File: config.mk
export PLATFORM = sky130hd
export DESIGN_NAME = axi_mem_window_flat
export DESIGN_NICKNAME = d
export VERILOG_FILES = /design/src/rtl/axi_mem_window_if.sv /design/src/rtl/axi_mem_window.sv /design/src/flat_wrapper.sv
export SDC_FILE = /design/constraint.sdc
export NUM_CORES = 1
export LEC_CHECK = 0
export BUFFER_PORTS_ARGS = -buffer_cell sky130_fd_sc_hd__buf_2
export CAP_MARGIN = 10
export CORE_AREA = 3 3 149 151
export DETAILED_ROUTE_END_ITERATION = 7
export DIE_AREA = 0 0 152 154
export PLACE_DENSITY = 0.42
export SYNTH_ARGS = -nofsm -noshare
export SYNTH_HDL_FRONTEND = slang
export SYNTH_SLANG_ARGS = --single-unit
File: constraint.sdc
create_clock -name clock -period 1.7 [get_ports clock]
set_input_delay 0.085 -clock clock [delete_from_list [all_inputs] [get_ports clock]]
set_output_delay 0.085 -clock clock [all_outputs]
set_load 0.05 [all_outputs]
File: src/rtl/axi_mem_window_if.sv
// AXI4 bundle shared by the slave-side and memory-side ports of axi_mem_window.
// master drives address/data/valid and the response ready; slave the reverse.
interface axi_mem_window_if #(
  parameter int unsigned ADDR_W = 32,
  parameter int unsigned DATA_W = 32,
  parameter int unsigned ID_W   = 4
);
  localparam int unsigned STRB_W = DATA_W / 8;

  // Write address channel
  logic              awvalid;
  logic              awready;
  logic [ID_W-1:0]   awid;
  logic [ADDR_W-1:0] awaddr;
  logic [7:0]        awlen;
  logic [2:0]        awsize;
  logic [1:0]        awburst;

  // Write data channel
  logic              wvalid;
  logic              wready;
  logic [DATA_W-1:0] wdata;
  logic [STRB_W-1:0] wstrb;
  logic              wlast;

  // Write response channel
  logic              bvalid;
  logic              bready;
  logic [ID_W-1:0]   bid;
  logic [1:0]        bresp;

  // Read address channel
  logic              arvalid;
  logic              arready;
  logic [ID_W-1:0]   arid;
  logic [ADDR_W-1:0] araddr;
  logic [7:0]        arlen;
  logic [2:0]        arsize;
  logic [1:0]        arburst;

  // Read data channel
  logic              rvalid;
  logic              rready;
  logic [ID_W-1:0]   rid;
  logic [DATA_W-1:0] rdata;
  logic [1:0]        rresp;
  logic              rlast;

  modport master (
    output awvalid, awid, awaddr, awlen, awsize, awburst,
    input  awready,
    output wvalid, wdata, wstrb, wlast,
    input  wready,
    input  bvalid, bid, bresp,
    output bready,
    output arvalid, arid, araddr, arlen, arsize, arburst,
    input  arready,
    input  rvalid, rid, rdata, rresp, rlast,
    output rready
  );

  modport slave (
    input  awvalid, awid, awaddr, awlen, awsize, awburst,
    output awready,
    input  wvalid, wdata, wstrb, wlast,
    output wready,
    output bvalid, bid, bresp,
    input  bready,
    input  arvalid, arid, araddr, arlen, arsize, arburst,
    output arready,
    output rvalid, rid, rdata, rresp, rlast,
    input  rready
  );
endinterface

File: src/rtl/axi_mem_window.sv
// axi_mem_window: maps a 2^WIN_LOG2-byte window at WIN_BASE onto a memory
// controller at offset 0, limiting outstanding bursts per direction to MAX_OUT.
// Define AXI_MEM_WINDOW_DECERR_EN to reject out-of-window bursts locally with
// DECERR; without it every address is masked and forwarded.
module axi_mem_window #(
  parameter int unsigned       ADDR_W   = 32,
  parameter int unsigned       DATA_W   = 32,
  parameter int unsigned       ID_W     = 4,
  parameter logic [ADDR_W-1:0] WIN_BASE = ADDR_W'(32'h8000_0000),
  parameter int unsigned       WIN_LOG2 = 27,
  parameter int unsigned       MAX_OUT  = 4
) (
  input  logic             clock,
  input  logic             reset,
  axi_mem_window_if.slave  s_axi,
  axi_mem_window_if.master m_axi
);

  localparam int unsigned CNT_W = $clog2(MAX_OUT + 1);

  logic [CNT_W-1:0] aw_cnt_q, aw_cnt_d;
  logic [CNT_W-1:0] ar_cnt_q, ar_cnt_d;
  logic             aw_room_c, ar_room_c;
  logic             s_aw_hs_c, s_w_hs_c, s_ar_hs_c;
  logic             m_aw_hs_c, m_b_hs_c, m_ar_hs_c, m_r_last_hs_c;

  assign aw_room_c     = aw_cnt_q < CNT_W'(MAX_OUT);
  assign ar_room_c     = ar_cnt_q < CNT_W'(MAX_OUT);
  assign s_aw_hs_c     = s_axi.awvalid & s_axi.awready;
  assign s_w_hs_c      = s_axi.wvalid & s_axi.wready;
  assign s_ar_hs_c     = s_axi.arvalid & s_axi.arready;
  assign m_aw_hs_c     = m_axi.awvalid & m_axi.awready;
  assign m_b_hs_c      = m_axi.bvalid & m_axi.bready;
  assign m_ar_hs_c     = m_axi.arvalid & m_axi.arready;
  assign m_r_last_hs_c = m_axi.rvalid & m_axi.rready & m_axi.rlast;

`ifdef AXI_MEM_WINDOW_DECERR_EN
  localparam logic [1:0]        RESP_DECERR = 2'b11;
  localparam logic [DATA_W-1:0] ERR_DATA    = '0;

  typedef enum logic [1:0] {W_IDLE, W_FWD, W_ERR, W_ERRB} w_state_e;
  typedef enum logic       {R_IDLE, R_ERR}                r_state_e;

  w_state_e        w_state_q;
  r_state_e        r_state_q;
  logic [ID_W-1:0] bid_q, rid_q;
  logic [7:0]      beat_q;
  logic            aw_hit_c, ar_hit_c, b_err_c, r_err_c;

  assign aw_hit_c = s_axi.awaddr[ADDR_W-1:WIN_LOG2] == WIN_BASE[ADDR_W-1:WIN_LOG2];
  assign ar_hit_c = s_axi.araddr[ADDR_W-1:WIN_LOG2] == WIN_BASE[ADDR_W-1:WIN_LOG2];
  // Local error responses wait until every forwarded burst has completed.
  assign b_err_c  = (w_state_q == W_ERRB) && (aw_cnt_q == '0);
  assign r_err_c  = (r_state_q == R_ERR) && (ar_cnt_q == '0);
`else
  typedef enum logic {W_IDLE, W_FWD} w_state_e;

  w_state_e w_state_q;
  logic     unused_c;

  // Upper address bits and the window base do not matter when everything forwards.
  assign unused_c = ^{s_axi.awaddr[ADDR_W-1:WIN_LOG2], s_axi.araddr[ADDR_W-1:WIN_LOG2],
                      WIN_BASE[ADDR_W-1:WIN_LOG2], ID_W'(0), DATA_W'(0)};
`endif

  // Write channels: AW/W forwarding, B pass-through or local DECERR.
  always_comb begin
    m_axi.awvalid = 1'b0;
    s_axi.awready = 1'b0;
    m_axi.awid    = s_axi.awid;
    m_axi.awaddr  = ADDR_W'(s_axi.awaddr[WIN_LOG2-1:0]);
    m_axi.awlen   = s_axi.awlen;
    m_axi.awsize  = s_axi.awsize;
    m_axi.awburst = s_axi.awburst;
    m_axi.wvalid  = 1'b0;
    s_axi.wready  = 1'b0;
    m_axi.wdata   = s_axi.wdata;
    m_axi.wstrb   = s_axi.wstrb;
    m_axi.wlast   = s_axi.wlast;
    s_axi.bvalid  = m_axi.bvalid;
    m_axi.bready  = s_axi.bready;
    s_axi.bid     = m_axi.bid;
    s_axi.bresp   = m_axi.bresp;
    case (w_state_q)
      W_IDLE: begin
`ifdef AXI_MEM_WINDOW_DECERR_EN
        if (aw_hit_c) begin
          m_axi.awvalid = s_axi.awvalid & aw_room_c;
          s_axi.awready = m_axi.awready & aw_room_c;
        end else begin
          s_axi.awready = s_axi.awvalid;
        end
`else
        m_axi.awvalid = s_axi.awvalid & aw_room_c;
        s_axi.awready = m_axi.awready & aw_room_c;
`endif
      end
      W_FWD: begin
        m_axi.wvalid = s_axi.wvalid;
        s_axi.wready = m_axi.wready;
      end
`ifdef AXI_MEM_WINDOW_DECERR_EN
      W_ERR: begin
        s_axi.wready = 1'b1;
      end
      W_ERRB: begin
        if (b_err_c) begin
          s_axi.bvalid = 1'b1;
          s_axi.bid    = bid_q;
          s_axi.bresp  = RESP_DECERR;
          m_axi.bready = 1'b0;
        end
      end
`endif
    endcase
  end

  // Read channels: AR forwarding, R pass-through or locally generated DECERR beats.
  always_comb begin
    m_axi.arvalid = 1'b0;
    s_axi.arready = 1'b0;
    m_axi.arid    = s_axi.arid;
    m_axi.araddr  = ADDR_W'(s_axi.araddr[WIN_LOG2-1:0]);
    m_axi.arlen   = s_axi.arlen;
    m_axi.arsize  = s_axi.arsize;
    m_axi.arburst = s_axi.arburst;
    s_axi.rvalid  = m_axi.rvalid;
    m_axi.rready  = s_axi.rready;
    s_axi.rid     = m_axi.rid;
    s_axi.rdata   = m_axi.rdata;
    s_axi.rresp   = m_axi.rresp;
    s_axi.rlast   = m_axi.rlast;
`ifdef AXI_MEM_WINDOW_DECERR_EN
    case (r_state_q)
      R_IDLE: begin
        if (ar_hit_c) begin
          m_axi.arvalid = s_axi.arvalid & ar_room_c;
          s_axi.arready = m_axi.arready & ar_room_c;
        end else begin
          s_axi.arready = s_axi.arvalid;
        end
      end
      R_ERR: begin
        if (r_err_c) begin
          s_axi.rvalid = 1'b1;
          s_axi.rid    = rid_q;
          s_axi.rdata  = ERR_DATA;
          s_axi.rresp  = RESP_DECERR;
          s_axi.rlast  = (beat_q == 8'd0);
          m_axi.rready = 1'b0;
        end
      end
    endcase
`else
    m_axi.arvalid = s_axi.arvalid & ar_room_c;
    s_axi.arready = m_axi.arready & ar_room_c;
`endif
  end

  // Outstanding-burst counters; a same-cycle issue and completion cancel out.
  always_comb begin
    aw_cnt_d = aw_cnt_q;
    if (m_aw_hs_c && !m_b_hs_c) begin
      aw_cnt_d = aw_cnt_q + CNT_W'(1);
    end else if (!m_aw_hs_c && m_b_hs_c) begin
      aw_cnt_d = aw_cnt_q - CNT_W'(1);
    end
  end

  always_comb begin
    ar_cnt_d = ar_cnt_q;
    if (m_ar_hs_c && !m_r_last_hs_c) begin
      ar_cnt_d = ar_cnt_q + CNT_W'(1);
    end else if (!m_ar_hs_c && m_r_last_hs_c) begin
      ar_cnt_d = ar_cnt_q - CNT_W'(1);
    end
  end

  // Counter registers.
  always_ff @(posedge clock) begin
    if (reset) begin
      aw_cnt_q <= '0;
      ar_cnt_q <= '0;
    end else begin
      aw_cnt_q <= aw_cnt_d;
      ar_cnt_q <= ar_cnt_d;
    end
  end

  // Write FSM: one burst at a time, either forwarded or absorbed as an error.
  always_ff @(posedge clock) begin
    if (reset) begin
      w_state_q <= W_IDLE;
`ifdef AXI_MEM_WINDOW_DECERR_EN
      bid_q     <= '0;
`endif
    end else begin
      case (w_state_q)
        W_IDLE: begin
          if (s_aw_hs_c) begin
`ifdef AXI_MEM_WINDOW_DECERR_EN
            if (aw_hit_c) begin
              w_state_q <= W_FWD;
            end else begin
              w_state_q <= W_ERR;
              bid_q     <= s_axi.awid;
            end
`else
            w_state_q <= W_FWD;
`endif
          end
        end
        W_FWD: begin
          if (s_w_hs_c && s_axi.wlast) begin
            w_state_q <= W_IDLE;
          end
        end
`ifdef AXI_MEM_WINDOW_DECERR_EN
        W_ERR: begin
          if (s_w_hs_c && s_axi.wlast) begin
            w_state_q <= W_ERRB;
          end
        end
        W_ERRB: begin
          if (b_err_c && s_axi.bready) begin
            w_state_q <= W_IDLE;
          end
        end
`endif
      endcase
    end
  end

`ifdef AXI_MEM_WINDOW_DECERR_EN
  // Read FSM: out-of-window bursts are answered locally, beat by beat.
  always_ff @(posedge clock) begin
    if (reset) begin
      r_state_q <= R_IDLE;
      rid_q     <= '0;
      beat_q    <= '0;
    end else begin
      case (r_state_q)
        R_IDLE: begin
          if (s_ar_hs_c && !ar_hit_c) begin
            r_state_q <= R_ERR;
            rid_q     <= s_axi.arid;
            beat_q    <= s_axi.arlen;
          end
        end
        R_ERR: begin
          if (r_err_c && s_axi.rready) begin
            if (beat_q == 8'd0) begin
              r_state_q <= R_IDLE;
            end else begin
              beat_q <= beat_q - 8'd1;
            end
          end
        end
      endcase
    end
  end
`else
  logic unused_ar_hs_c;

  // Read side has no state of its own when every burst forwards.
  assign unused_ar_hs_c = s_ar_hs_c;
`endif

endmodule

File: src/flat_wrapper.sv
// flat-port wrapper written by rule: the top's interface ports become plain ports
module axi_mem_window_flat 
#(
  parameter int unsigned       ADDR_W   = 32,
  parameter int unsigned       DATA_W   = 32,
  parameter int unsigned       ID_W     = 4,
  parameter logic [ADDR_W-1:0] WIN_BASE = ADDR_W'(32'h8000_0000),
  parameter int unsigned       WIN_LOG2 = 27,
  parameter int unsigned       MAX_OUT  = 4
)
  (clock, reset, s_axi_awvalid, s_axi_awid, s_axi_awaddr, s_axi_awlen, s_axi_awsize, s_axi_awburst, s_axi_awready, s_axi_wvalid, s_axi_wdata, s_axi_wstrb, s_axi_wlast, s_axi_wready, s_axi_bvalid, s_axi_bid, s_axi_bresp, s_axi_bready, s_axi_arvalid, s_axi_arid, s_axi_araddr, s_axi_arlen, s_axi_arsize, s_axi_arburst, s_axi_arready, s_axi_rvalid, s_axi_rid, s_axi_rdata, s_axi_rresp, s_axi_rlast, s_axi_rready, m_axi_awvalid, m_axi_awid, m_axi_awaddr, m_axi_awlen, m_axi_awsize, m_axi_awburst, m_axi_awready, m_axi_wvalid, m_axi_wdata, m_axi_wstrb, m_axi_wlast, m_axi_wready, m_axi_bvalid, m_axi_bid, m_axi_bresp, m_axi_bready, m_axi_arvalid, m_axi_arid, m_axi_araddr, m_axi_arlen, m_axi_arsize, m_axi_arburst, m_axi_arready, m_axi_rvalid, m_axi_rid, m_axi_rdata, m_axi_rresp, m_axi_rlast, m_axi_rready);
  axi_mem_window_if #(.ADDR_W(ADDR_W), .DATA_W(DATA_W), .ID_W(ID_W)) s_axi_i ();
  axi_mem_window_if #(.ADDR_W(ADDR_W), .DATA_W(DATA_W), .ID_W(ID_W)) m_axi_i ();
  input  logic clock;
  input  logic reset;
  input wire logic [$bits(s_axi_i.awvalid)-1:0] s_axi_awvalid;
  input wire logic [$bits(s_axi_i.awid)-1:0] s_axi_awid;
  input wire logic [$bits(s_axi_i.awaddr)-1:0] s_axi_awaddr;
  input wire logic [$bits(s_axi_i.awlen)-1:0] s_axi_awlen;
  input wire logic [$bits(s_axi_i.awsize)-1:0] s_axi_awsize;
  input wire logic [$bits(s_axi_i.awburst)-1:0] s_axi_awburst;
  output wire logic [$bits(s_axi_i.awready)-1:0] s_axi_awready;
  input wire logic [$bits(s_axi_i.wvalid)-1:0] s_axi_wvalid;
  input wire logic [$bits(s_axi_i.wdata)-1:0] s_axi_wdata;
  input wire logic [$bits(s_axi_i.wstrb)-1:0] s_axi_wstrb;
  input wire logic [$bits(s_axi_i.wlast)-1:0] s_axi_wlast;
  output wire logic [$bits(s_axi_i.wready)-1:0] s_axi_wready;
  output wire logic [$bits(s_axi_i.bvalid)-1:0] s_axi_bvalid;
  output wire logic [$bits(s_axi_i.bid)-1:0] s_axi_bid;
  output wire logic [$bits(s_axi_i.bresp)-1:0] s_axi_bresp;
  input wire logic [$bits(s_axi_i.bready)-1:0] s_axi_bready;
  input wire logic [$bits(s_axi_i.arvalid)-1:0] s_axi_arvalid;
  input wire logic [$bits(s_axi_i.arid)-1:0] s_axi_arid;
  input wire logic [$bits(s_axi_i.araddr)-1:0] s_axi_araddr;
  input wire logic [$bits(s_axi_i.arlen)-1:0] s_axi_arlen;
  input wire logic [$bits(s_axi_i.arsize)-1:0] s_axi_arsize;
  input wire logic [$bits(s_axi_i.arburst)-1:0] s_axi_arburst;
  output wire logic [$bits(s_axi_i.arready)-1:0] s_axi_arready;
  output wire logic [$bits(s_axi_i.rvalid)-1:0] s_axi_rvalid;
  output wire logic [$bits(s_axi_i.rid)-1:0] s_axi_rid;
  output wire logic [$bits(s_axi_i.rdata)-1:0] s_axi_rdata;
  output wire logic [$bits(s_axi_i.rresp)-1:0] s_axi_rresp;
  output wire logic [$bits(s_axi_i.rlast)-1:0] s_axi_rlast;
  input wire logic [$bits(s_axi_i.rready)-1:0] s_axi_rready;
  output wire logic [$bits(m_axi_i.awvalid)-1:0] m_axi_awvalid;
  output wire logic [$bits(m_axi_i.awid)-1:0] m_axi_awid;
  output wire logic [$bits(m_axi_i.awaddr)-1:0] m_axi_awaddr;
  output wire logic [$bits(m_axi_i.awlen)-1:0] m_axi_awlen;
  output wire logic [$bits(m_axi_i.awsize)-1:0] m_axi_awsize;
  output wire logic [$bits(m_axi_i.awburst)-1:0] m_axi_awburst;
  input wire logic [$bits(m_axi_i.awready)-1:0] m_axi_awready;
  output wire logic [$bits(m_axi_i.wvalid)-1:0] m_axi_wvalid;
  output wire logic [$bits(m_axi_i.wdata)-1:0] m_axi_wdata;
  output wire logic [$bits(m_axi_i.wstrb)-1:0] m_axi_wstrb;
  output wire logic [$bits(m_axi_i.wlast)-1:0] m_axi_wlast;
  input wire logic [$bits(m_axi_i.wready)-1:0] m_axi_wready;
  input wire logic [$bits(m_axi_i.bvalid)-1:0] m_axi_bvalid;
  input wire logic [$bits(m_axi_i.bid)-1:0] m_axi_bid;
  input wire logic [$bits(m_axi_i.bresp)-1:0] m_axi_bresp;
  output wire logic [$bits(m_axi_i.bready)-1:0] m_axi_bready;
  output wire logic [$bits(m_axi_i.arvalid)-1:0] m_axi_arvalid;
  output wire logic [$bits(m_axi_i.arid)-1:0] m_axi_arid;
  output wire logic [$bits(m_axi_i.araddr)-1:0] m_axi_araddr;
  output wire logic [$bits(m_axi_i.arlen)-1:0] m_axi_arlen;
  output wire logic [$bits(m_axi_i.arsize)-1:0] m_axi_arsize;
  output wire logic [$bits(m_axi_i.arburst)-1:0] m_axi_arburst;
  input wire logic [$bits(m_axi_i.arready)-1:0] m_axi_arready;
  input wire logic [$bits(m_axi_i.rvalid)-1:0] m_axi_rvalid;
  input wire logic [$bits(m_axi_i.rid)-1:0] m_axi_rid;
  input wire logic [$bits(m_axi_i.rdata)-1:0] m_axi_rdata;
  input wire logic [$bits(m_axi_i.rresp)-1:0] m_axi_rresp;
  input wire logic [$bits(m_axi_i.rlast)-1:0] m_axi_rlast;
  output wire logic [$bits(m_axi_i.rready)-1:0] m_axi_rready;
  assign s_axi_i.awvalid = s_axi_awvalid;
  assign s_axi_i.awid = s_axi_awid;
  assign s_axi_i.awaddr = s_axi_awaddr;
  assign s_axi_i.awlen = s_axi_awlen;
  assign s_axi_i.awsize = s_axi_awsize;
  assign s_axi_i.awburst = s_axi_awburst;
  assign s_axi_awready = s_axi_i.awready;
  assign s_axi_i.wvalid = s_axi_wvalid;
  assign s_axi_i.wdata = s_axi_wdata;
  assign s_axi_i.wstrb = s_axi_wstrb;
  assign s_axi_i.wlast = s_axi_wlast;
  assign s_axi_wready = s_axi_i.wready;
  assign s_axi_bvalid = s_axi_i.bvalid;
  assign s_axi_bid = s_axi_i.bid;
  assign s_axi_bresp = s_axi_i.bresp;
  assign s_axi_i.bready = s_axi_bready;
  assign s_axi_i.arvalid = s_axi_arvalid;
  assign s_axi_i.arid = s_axi_arid;
  assign s_axi_i.araddr = s_axi_araddr;
  assign s_axi_i.arlen = s_axi_arlen;
  assign s_axi_i.arsize = s_axi_arsize;
  assign s_axi_i.arburst = s_axi_arburst;
  assign s_axi_arready = s_axi_i.arready;
  assign s_axi_rvalid = s_axi_i.rvalid;
  assign s_axi_rid = s_axi_i.rid;
  assign s_axi_rdata = s_axi_i.rdata;
  assign s_axi_rresp = s_axi_i.rresp;
  assign s_axi_rlast = s_axi_i.rlast;
  assign s_axi_i.rready = s_axi_rready;
  assign m_axi_awvalid = m_axi_i.awvalid;
  assign m_axi_awid = m_axi_i.awid;
  assign m_axi_awaddr = m_axi_i.awaddr;
  assign m_axi_awlen = m_axi_i.awlen;
  assign m_axi_awsize = m_axi_i.awsize;
  assign m_axi_awburst = m_axi_i.awburst;
  assign m_axi_i.awready = m_axi_awready;
  assign m_axi_wvalid = m_axi_i.wvalid;
  assign m_axi_wdata = m_axi_i.wdata;
  assign m_axi_wstrb = m_axi_i.wstrb;
  assign m_axi_wlast = m_axi_i.wlast;
  assign m_axi_i.wready = m_axi_wready;
  assign m_axi_i.bvalid = m_axi_bvalid;
  assign m_axi_i.bid = m_axi_bid;
  assign m_axi_i.bresp = m_axi_bresp;
  assign m_axi_bready = m_axi_i.bready;
  assign m_axi_arvalid = m_axi_i.arvalid;
  assign m_axi_arid = m_axi_i.arid;
  assign m_axi_araddr = m_axi_i.araddr;
  assign m_axi_arlen = m_axi_i.arlen;
  assign m_axi_arsize = m_axi_i.arsize;
  assign m_axi_arburst = m_axi_i.arburst;
  assign m_axi_i.arready = m_axi_arready;
  assign m_axi_i.rvalid = m_axi_rvalid;
  assign m_axi_i.rid = m_axi_rid;
  assign m_axi_i.rdata = m_axi_rdata;
  assign m_axi_i.rresp = m_axi_rresp;
  assign m_axi_i.rlast = m_axi_rlast;
  assign m_axi_rready = m_axi_i.rready;
  axi_mem_window #(.ADDR_W(ADDR_W), .DATA_W(DATA_W), .ID_W(ID_W), .WIN_BASE(WIN_BASE), .WIN_LOG2(WIN_LOG2), .MAX_OUT(MAX_OUT)) u_core (.clock(clock), .reset(reset), .s_axi(s_axi_i), .m_axi(m_axi_i));
endmodule
# Word level (Yosys, flattened, before mapping)
# Cells that the tools add are included.
[totals]
regBits = 7
in_bits = 192
output_inout_bits = 190
wordCells = 43
[classes]
add_sub_neg = 4
n_lt_le_gt_ge = 2
mux = 11
bitwise_logic = 12
reduce_logical = 11
[ops]
columns = ["op", "count"]
rows = [
  ["two-way mux 3 bit", 4],
  ["bitwise AND 1 bit", 11],
  ["adder 3 x 1 -> 3 bit, second input constant", 2],
  ["< comparator 3 bit, second input constant", 2],
  ["two-way mux 1 bit", 6],
  ["subtractor 3 x 1 -> 3 bit, second input constant", 2],
  ["logical AND 1 bit", 5],
  ["logical NOT 1 bit", 4],
  ["nonzero test 2 bit", 2],
  ["one-hot mux 1 bit (2 select lines)", 1],
  ["inverter 1 bit", 1],
]

# Depth between registers and ports, before layout
[logic_depth]
ltp_word = 8
ltp_mapped = 8
ltp_nobuf = 8

# Worst setup path before layout
# No wires, ideal clock.
[synth_timing]
path_kind = "reg2reg"
startpoint = "reg u_core.ar_cnt_q[2]"
endpoint = "reg u_core.ar_cnt_q[2]"
setup_time_ns = 0.070
arrival_ns = 2.408
t_required_ns = 1.630
setup_slack_ns = -0.778
stages_incl_launch_ff = 9
n_path_buf = 0
synth_period_minus_slack_ns = 2.478
path_cell_list = "dfxtp_1 -> nor2b_1 -> and2_1 -> ha_1 -> inv_1 -> fa_1 -> xor2_1 -> or3_1 -> a21oi_1"
[synth_between]
elab_chain_cells = 6
word_cells_on_any_way = 11
classes_between = "add/sub (2); order compare (1); mux (2); bitwise (2); reduce/logical (4)"
[synth_lines]
columns = ["item", "line", "text"]
rows = [
  ["from (decl)", "axi_mem_window.sv:22", "logic [CNT_W-1:0] ar_cnt_q, ar_cnt_d;"],
  ["from (signal assigned)", "axi_mem_window.sv:186", "ar_cnt_q <= ar_cnt_d;"],
  ["< comparator 3 bit", "axi_mem_window.sv:28", "assign ar_room_c = ar_cnt_q < CNT_W'(MAX_OUT);"],
  ["bitwise AND 1 bit", "axi_mem_window.sv:155", "m_axi.arvalid = s_axi.arvalid & ar_room_c;"],
  ["bitwise AND 1 bit", "axi_mem_window.sv:34", "assign m_ar_hs_c = m_axi.arvalid & m_axi.arready;"],
  ["logical NOT 1 bit", "axi_mem_window.sv:174", "end else if (!m_ar_hs_c && m_r_last_hs_c) begin"],
  ["logical AND 1 bit", "axi_mem_window.sv:174", ""],
  ["nonzero test 2 bit (no line)", "n/a", ""],
]
# Several ways; a longest one is shown, not always the timed one. The select of a mux whose other input is x is not followed.
# A chain may end at the register's enable or synchronous reset.

# Final worst setup path
[layout_timing]
startpoint = "reg u_core.w_state_q"
endpoint = "reg u_core.aw_cnt_q[2]"
[layout_between]
elab_chain_cells = 5
word_cells_on_any_way = 7
classes_between = "mux (2); bitwise (1); reduce/logical (4)"
[layout_lines]
columns = ["item", "line", "text"]
rows = [
  ["from (decl)", "axi_mem_window.sv:58", "w_state_e w_state_q;"],
  ["from (signal assigned)", "axi_mem_window.sv:193", "w_state_q <= W_IDLE;"],
  ["from (signal assigned)", "axi_mem_window.sv:209", "w_state_q <= W_FWD;"],
  ["from (signal assigned)", "axi_mem_window.sv:215", "w_state_q <= W_IDLE;"],
  ["two-way mux 1 bit *", "axi_mem_window.sv:84", "case (w_state_q)"],
  ["bitwise AND 1 bit *", "axi_mem_window.sv:32", "assign m_aw_hs_c = m_axi.awvalid & m_axi.awready;"],
  ["logical NOT 1 bit", "axi_mem_window.sv:165", "end else if (!m_aw_hs_c && m_b_hs_c) begin"],
  ["logical AND 1 bit", "axi_mem_window.sv:165", ""],
  ["nonzero test 2 bit (no line)", "n/a", ""],
  ["to (signal assigned)", "axi_mem_window.sv:185", "aw_cnt_q <= aw_cnt_d;"],
  ["to (decl)", "axi_mem_window.sv:21", "logic [CNT_W-1:0] aw_cnt_q, aw_cnt_d;"],
]
# Mark *: on every way between the ends. The rest lies on a longest branch, timed or not.

==> summary.md <==
| Metric | Value |
|---|---|
| Status | finished with violations |
| Failing checks | setup timing |
| Drt wl/cell | 11.60 um |
| Hold Slack | 0.1447 ns |
| Drc violations | 0 |
| ANT nets after route | 0 |
| Seq/Total Area, Yosys | 7.865% |
| CP max stage delay | 0.33 ns |
| Vias | 733 |
| Number of synthesized register bits | 7 |
| Unrepaired setup endpoints after global routing | yes |
| Crit path buffers/inverters | 1 |
| Synth area leaders | buf_4 (78%), dfxtp_1 (7.9%), fa_1 (2.2%) |
| Setup_tns | -0.07096 ns |
| Min Tclk post-route | 1.771 ns |
| Pwr Density | 911.9 nW/um^2 |
| Clock latency on the worst-skew pair | 0.23 ns |
| Largest delay share family, worst path | simple AND/OR/NAND/NOR gates |
| Share of cells above drive strength 1 | 51.14% |
| Worst setup EP type | register |
| # nets final | 285 |
| Post-DP HPWL | 3608 um |
| CTS tree | done |
| Number of global-route vias before repair | 749 |
| Critical-path top delay cell | and4bb_2 |
| Die X | 152 um |
| Row cnt | 53 |
| Hold WC Path Type | in -> reg |
| Final Hold Fails | 0 |
| Crit share post-route | 104.2% |
| Top cell type's share of synthesized area | 77.53% |
| Fill cells | 2,515 |
| Final worst slack | -0.07096 ns |
| Total core area | 20,960 um^2 |
| Most common cell after layout, fill and taps aside | buf_2 |
| Arrival @ worst endpoint | 1.94 ns |
| First-pass GRT wire length | 5333 um |
| CTS root buffer | clkbuf_16 |
| Worst-path clk slew | 0.04 ns |
| Clk_skew | 0.0001809 ns |
| Pleak | 0.3888 nW |
| Iter 0 DRT Violations | 12 |
| Max Freq | 564.7 MHz |
| GRT overflow | 0 |
| Hold buffers post-CTS | 0 |
| Placer's final routability congestion estimate | 0.6084 |
| H-tree Lvls | 1 |
| Slew Limit Fails | 0 |
| Largest net degree at the start of global routing | 8 |
| Clk sinks | 7 |
| Syn_area_per_cell | 7.849 um^2 |
| Post-Synthesis Cells | 227 |
| Highest-count cells in the layout ignoring fill and taps | buf_2 (25), conb_1 (10), buf_4 (7) |
| CP Class | reg -> reg |
| Endpoints failing setup | 1 |
| Die Ht | 154 um |
| Startpoint types | register |
| Die area | 23,410 um^2 |
| P&R area growth vs syn | -39.54% |
| TritonRoute pass-1 iters | 2 |
| Inserted Clock Buffers | 3 |
| Mapped Area | 1782 um^2 |
| Initial antenna violation count | 0 |
| Via density | 2.019 |
| GRT Util Overall | 3.358% |
| Ys Warns | 0 |
| Maximum VDD drop | 0.1951 mV |
| Ant. Diodes | 0 |
| CTS max path bufs | 2 |
| Req. time, crit path | 1.87 ns |
| Routed wire length | 4210 um |
| Crit-path max FO | 2 |
| Port Buffers | 25 |
| CP Cell Sequence | and4bb_2 > ha_4 > inv_1 > fa_2 > xor2_1 > or3_1 > a21oi_1 |
| Initial Util | 8.503% |
| Synth unique cells | 18 |
| Num ports | 382 |
| Max-capacitance violation count | 0 |
| Synth area leader | buf_4 |
## synthesized netlist by cell type (all sizes together)
| cell | count |
|---|---|
| buf | 184 |
| dfxtp | 7 |
| nor2 | 5 |
| xor2 | 4 |
| a21oi | 3 |
| and2 | 3 |
| fa | 2 |
| ha | 2 |
| inv | 2 |
| mux2i | 2 |
| nand3 | 2 |
| nor2b | 2 |
| nor3b | 2 |
| o21ai | 2 |
| or3 | 2 |
| and4bb | 1 |
| conb | 1 |
| nand2 | 1 |
## through the flow
stage | area, um^2 | setup slack [ns] | util (%) | power (W) | std cells
after floorplan | 1846 | -0.2553 | - | 0.001569 | 236
after CTS | 1077 | -0.07875 | 5.141 | 0.001013 | 363
after detailed placement | 978.4 | -0.06959 | 4.669 | 0.0005695 | 358
after global placement | 978.4 | -0.07791 | 4.669 | 0.0005699 | 358
after global routing | 1077 | -0.1410 | 5.141 | 0.001049 | 363
final | 1077 | -0.07096 | 5.141 | 0.0009824 | 363
## cell families after synthesis
kind of cell    after synthesis  share of synthesized area, %
other cells                   1                        0.2105
compound gates                5                         1.404
fa+ha+maj                     4                         3.652
buf+inv                     186                         77.95
simple gates                 18                         5.828
flops                         7                         7.865
xor+xnor                      4                         1.966
mux                           2                         1.124
## layout make-up
type                    instances  area (um^2)  share of cell area [%]
clock buffers                   4        78.83                   7.317
inverters                       2        7.507                  0.6969
repair buffers                 32        177.7                   16.49
flip-flops and latches          7        142.6                   13.24
well taps                     275        344.1                   31.94
multi-input cells              43        326.6                   30.31
## where the power goes
| part | total (W) | internal [W] | switching [W] |
|---|---|---|---|
| registers | 0.000219 | 0.000196 | 0.0000230 |
| logic | 0.000353 | 0.000129 | 0.000224 |
| clock network | 0.000410 | 0.000313 | 0.0000971 |
## per-layer routing
layer	vias up	global-route usage (%)	routed length, um
met5	-	0	0
met4	0	6.378	685
met3	94	3.546	1064
li1	224	-	-
met2	163	4.424	1755
met1	252	1.472	704
## sequential cells by signal, indices dropped and copies added, names as in the netlist
register / cells
u_core.aw_cnt_q: 3
u_core.ar_cnt_q: 3
u_core.w_state_q: 1
## worst paths after layout
path	startpoint	endpoint	slack, ns	depth (start not counted)
hold / removal	reset	u_core.ar_cnt_q[2]$_SDFFE_PP0P_	0.14	2
setup / recovery	u_core.w_state_q$_SDFF_PP0_	u_core.aw_cnt_q[2]$_SDFFE_PP0P_	-0.07	7
setup reg to reg	u_core.w_state_q$_SDFF_PP0_	u_core.aw_cnt_q[2]$_SDFFE_PP0P_	-0.07	7
hold reg to reg	u_core.aw_cnt_q[1]$_SDFFE_PP0P_	u_core.aw_cnt_q[1]$_SDFFE_PP0P_	0.55	2
## timing repair
action                     CTS  global route
setup endpoints to repair    2             2
buffers inserted             1             0
gates resized for setup      2             0
pin swaps                    2             3
hold endpoints to repair     0             0
(Power assumes the default switching activity.)
